--- src/rtl/seq_adder.sv ---
// Multi-cycle adder: adds CHUNK bits per clock, LSB chunk first, result registered on completion.
// Optional signed-overflow output enabled by defining SEQ_ADDER_OVF_EN.
module seq_adder #(
  parameter int WIDTH = 8,
  parameter int CHUNK = 1
) (
  input  logic             clk,
  input  logic             rst_n,
  input  logic             start,
  input  logic [WIDTH-1:0] a,
  input  logic [WIDTH-1:0] b,
  input  logic             cin,
  output logic             busy,
  output logic             done,
  output logic [WIDTH-1:0] sum,
  output logic             cout
`ifdef SEQ_ADDER_OVF_EN
  ,
  output logic             ovf
`endif
);

  localparam int NCHUNK = WIDTH / CHUNK;
  localparam int CW = (NCHUNK > 1) ? $clog2(NCHUNK) : 1;
  localparam logic [CW-1:0] LAST = CW'(NCHUNK - 1);

  typedef enum logic [1:0] {IDLE, RUN, DONE} state_t;

  state_t           state_reg, state_next;
  logic             ready_reg;
  logic [CW-1:0]    count_reg;
  logic             carry_reg;
  logic [WIDTH-1:0] a_reg, b_reg, acc_reg;
  logic [WIDTH-1:0] sum_reg;
  logic             cout_reg;

  logic                   accept;
  logic                   last;
  logic [CHUNK:0]         chunk_res;
  logic [WIDTH+CHUNK-1:0] acc_shift;
  logic [WIDTH-1:0]       acc_next;

  // Operands shift right each RUN cycle so the active chunk is always the low CHUNK bits.
  always_comb begin
    chunk_res = {1'b0, a_reg[CHUNK-1:0]} + {1'b0, b_reg[CHUNK-1:0]}
              + {{CHUNK{1'b0}}, carry_reg};
    acc_shift = {chunk_res[CHUNK-1:0], acc_reg};
    acc_next  = acc_shift[WIDTH+CHUNK-1:CHUNK];
  end

  // ready_reg blocks a start on the edge where reset is released.
  assign accept = start && ready_reg && (state_reg != RUN);
  assign last   = (state_reg == RUN) && (count_reg == LAST);

  always_comb begin
    state_next = state_reg;
    case (state_reg)
      IDLE:    if (accept) state_next = RUN;
      RUN:     if (last) state_next = DONE;
      DONE:    state_next = accept ? RUN : IDLE;
      default: state_next = IDLE;
    endcase
  end

  always_ff @(posedge clk or negedge rst_n) begin
    if (!rst_n) begin
      state_reg <= IDLE;
      ready_reg <= 1'b0;
      count_reg <= '0;
      carry_reg <= 1'b0;
      a_reg     <= '0;
      b_reg     <= '0;
      acc_reg   <= '0;
      sum_reg   <= '0;
      cout_reg  <= 1'b0;
    end else begin
      state_reg <= state_next;
      ready_reg <= 1'b1;
      if (accept) begin
        a_reg     <= a;
        b_reg     <= b;
        carry_reg <= cin;
        count_reg <= '0;
      end else if (state_reg == RUN) begin
        a_reg     <= a_reg >> CHUNK;
        b_reg     <= b_reg >> CHUNK;
        carry_reg <= chunk_res[CHUNK];
        acc_reg   <= acc_next;
        count_reg <= last ? '0 : count_reg + 1'b1;
        if (last) begin
          sum_reg  <= acc_next;
          cout_reg <= chunk_res[CHUNK];
        end
      end
    end
  end

`ifdef SEQ_ADDER_OVF_EN
  logic ovf_reg;

  // Carry into the MSB is recovered from the MSB operand bits and its sum bit.
  always_ff @(posedge clk or negedge rst_n) begin
    if (!rst_n) begin
      ovf_reg <= 1'b0;
    end else if (last) begin
      ovf_reg <= (a_reg[CHUNK-1] ^ b_reg[CHUNK-1] ^ chunk_res[CHUNK-1]) ^ chunk_res[CHUNK];
    end
  end

  assign ovf = ovf_reg;
`endif

  assign busy = (state_reg == RUN);
  assign done = (state_reg == DONE);
  assign sum  = sum_reg;
  assign cout = cout_reg;

endmodule

--- config.mk ---
export PLATFORM = sky130hd
export DESIGN_NAME = seq_adder
export DESIGN_NICKNAME = d
export VERILOG_FILES = /design/src/rtl/seq_adder.sv
export SDC_FILE = /design/constraint.sdc
export NUM_CORES = 1
export LEC_CHECK = 0
export ABC_AREA = 0
export ABC_CLOCK_PERIOD_IN_PS = 4400
export BUFFER_PORTS_ARGS = -buffer_cell sky130_fd_sc_hd__buf_4
export CORE_ASPECT_RATIO = 0.6
export CORE_MARGIN = 2
export CORE_UTILIZATION = 60
export CTS_CLUSTER_SIZE = 14
export DETAILED_ROUTE_END_ITERATION = 8
export GPL_ROUTABILITY_DRIVEN = 0
export PLACE_DENSITY = 0.91
export SETUP_SLACK_MARGIN = 0.5
export SYNTH_ARGS = -nofsm -noshare
export SYNTH_HDL_FRONTEND = slang
export SYNTH_SLANG_ARGS = --single-unit
export TNS_END_PERCENT = 1
--- constraint.sdc ---
create_clock -name clk -period 4.4 [get_ports clk]
set_input_delay 0.88 -clock clk [delete_from_list [all_inputs] [get_ports clk]]
set_output_delay 0.88 -clock clk [all_outputs]
set_load 0.005 [all_outputs]
==> summary.txt <==
Placed design
  • HPWL after detailed placement: 2350 µm
  • Placed insts: between 200 and 250
  • PortBufs: 30

Setup path
  • Crit path DAT: about 1.8 ns
  • CP Cell Sequence: nand2b_1 > buf_4 > inv_2 > buf_4
  • Setup Crit Path Kind: reg -> out
  • Reg2reg setup slack: 2.67 ns
  • Crit path buf inv count: 3
  • Crit Path Max Fanout: 26
  • Crit. path cell count: 4
  • R2r endpoint: acc_reg[5]$_DFFE_PN0P_
  • Critical path data required time: 3.52 ns
  • Worst Setup EP: busy
  • Crit-path slowest cell: dfrtp_1
  • Worst Setup SP: state_reg[1]$_DFFE_PN0P_
  • Critical path capture point type: output pin
  • Largest stage delay on the critical path: ~0.7 ns
  • Worst reg2reg path depth: 3
  • CP most frequent cell: buf_4
  • Cell family with most CP delay: flip-flops
  • Reg2reg start: state_reg[1]$_DFFE_PN0P_
  • Startpoint types: flip-flop

Cells and area
  • Commonest cells after routing, fill and taps aside: 39 x dfrtp_1, 31 x buf_4, 17 x nand3_1, 17 x a21bo_2, 16 x mux2_2
  • Area growth syn-to-layout: 16.2%
  • Share of post-route cells with drive strength above 1: 48.0%
  • Layout Cells excl Fill: 219
  • ANT cells: 0
  • Final net count: 199
  • Commonest non-fill, non-tap cell in the layout: dfrtp_1

Yosys
  • YS warnings: 0
  • Mean Syn Cell Area: approximately 13 µm²
  • Synthesis-stage register bit count: 39
  • Unique cell type count in the Yosys netlist: 26
  • Synthesized cell area: 1940 µm²
  • Synth top area cells: dfrtp_1 50%, mux2_2 9.3%, a21bo_2 8.8%
  • Cells after synthesis: 154
  • Sequential area share after synthesis: between 50% and 60%
  • Area leader, netlist: dfrtp_1
  • Yosys top cell area share: 50.4%
  • Net count after synthesis: 177

CTS
  • CTS tree: built
  • CTS clk-pin slew, worst paths: 0.07 ns
  • Resized Gates After CTS: 0
  • H-tree levels: 2
  • Clk buf depth: 2
  • Num CTS Buffers: 5
  • Hold_buf cts: 0
  • Clock Sinks: 39
  • Worst skew pair latency: about 0.3 ns
  • Root Driver: clkbuf_8
  • Post-CTS Repair Setup Buffers: 0

Global routing
  • GR Util met3: under 10%
  • Largest net degree at the start of global routing: 40
  • Gr usage total: 22.6%
  • Global-route track usage on met1: 30.9%
  • Vias in the first global route: roughly 1200
  • Initial antenna violation count: 0
  • Met2 GRT Util: a little over a third
  • Busiest layer in global routing: met2
  • Global route total overflow: 0
  • First-pass GRT wire length: approximately 6100 µm

Floorplanning
  • Die Span X: approximately 77 µm
  • Die Y: around 48 µm
  • Core Rows: 15
  • Die area: around 3700 µm²
  • Ports: 31
  • Initial cell density of the core: approximately two thirds
  • CORE AREA: 2970 µm²

STA
  • Final count of pins violating max slew: 0
  • Crit share post-route: about 61%
  • RSZ-0062 raised after global routing: no
  • Setup TNS: 0 ns
  • Min Tclk post-route: around 2.7 ns
  • Setup Skew: ~0.0028 ns
  • Max Clk Rate: approximately 380 MHz
  • Least-Margin Pin Slew: roughly 1.0 ns
  • # setup viols final: 0
  • Final hold violations: 0
  • Slew Limit Headroom: 30.5%

Run
  • Max Cap Violations: 0

Routing
  • Final ANT Viol Nets: 0
  • DR pass1 iterations: 4
  • Routed WL per cell: ~17 µm
  • DRC Markers: 0
  • Drt via density: just under 6
  • Initial DRC count: 77
  • Final WL: around 3800 µm
  • Via count: between 1000 and 1500

Power and ir drop
  • Peak supply drop: 438 µV
  • Leak: ~0.00094 µW
  • Power Density: 721 nW/µm²

Hold path
  • Min-delay worst type: reg -> reg

Run status
  • Status: finished clean
worst min path at each step:
stage	startpoint	end	depth (start not counted)
detailed placement	sum[2]$_DFFE_PN0P_	sum[2]$_DFFE_PN0P_	1
global route	cout$_DFFE_PN0P_	cout$_DFFE_PN0P_	1
finish	sum[0]$_DFFE_PN0P_	sum[0]$_DFFE_PN0P_	1
CTS	sum[2]$_DFFE_PN0P_	sum[2]$_DFFE_PN0P_	1
global placement	acc_reg[1]$_DFFE_PN0P_	acc_reg[1]$_DFFE_PN0P_	1
floorplan	acc_reg[1]$_DFFE_PN0P_	sum[0]$_DFFE_PN0P_	1
layout make-up:
class	instances	area, µm²
clock buffers	6	72.6
inverters	2	7.51
clock inverters	2	60.1
repair buffers	31	233
well taps	42	52.6
multi-input cells	97	847
fillers	205	717
flip-flops and latches	39	976
metal layers:
metal	share of wire, %	vias up
met5	0	-
met1	47	632
met2	46	48
li1	-	605
met3	6.3	6
met4	1.1	0
synthesized netlist by cell type:
cell	n
fa_1	1
a21oi_1	2
a31o_2	3
nand3b_1	1
dfrtp_1	39
nor4b_1	1
a21bo_2	17
conb_1	1
buf_6	4
nand2b_1	1
nor2b_1	1
clkbuf_1	2
inv_1	1
nand3_1	17
ha_1	2
o22ai_1	1
a31oi_2	10
a31oi_1	5
mux2_2	16
inv_2	1
buf_4	1
nand2_1	1
nor3b_1	15
and3b_1	1
nor4bb_1	1
buf_2	9
power by group:
group	internal, µW	total [µW]	leakage, µW	switching [µW]
Combinational	369	611	0.000427	242
Clock	227	353	0.0000654	126
Sequential	526	656	0.000449	130
Total	1120	1620	0.000941	498
metrics by stage:
step	total power, µW	setup WS [ns]	util, %	instance area [µm²]	hold WS [ns]
6_report	1620	1.73	75.8	2250	0.509
5_1_grt	1710	1.58	75.8	2250	0.525
4_1_cts	1630	1.74	75.8	2250	0.514
3_5_place_dp	1270	2.07	71.4	2120	0.497
3_3_place_gp	1230	2.11	71.4	2120	0.490
2_1_floorplan	1100	2.68	-	1940	0.475
worst register-to-register path: stages (launching register included):
cell and delay [ns]:
dfrtp_1 0.71, nand2b_1 0.18, buf_4 0.34, mux2_2 0.39
logic make-up after synthesis:
logic type	synth area share, %
compound gates	19.1
other cells	0.194
flops	50.4
mux	9.31
simple gates	12.9
fa+ha+maj	2.33
buf+inv	5.82
No activity file was read; power rests on OpenSTA's default activity.
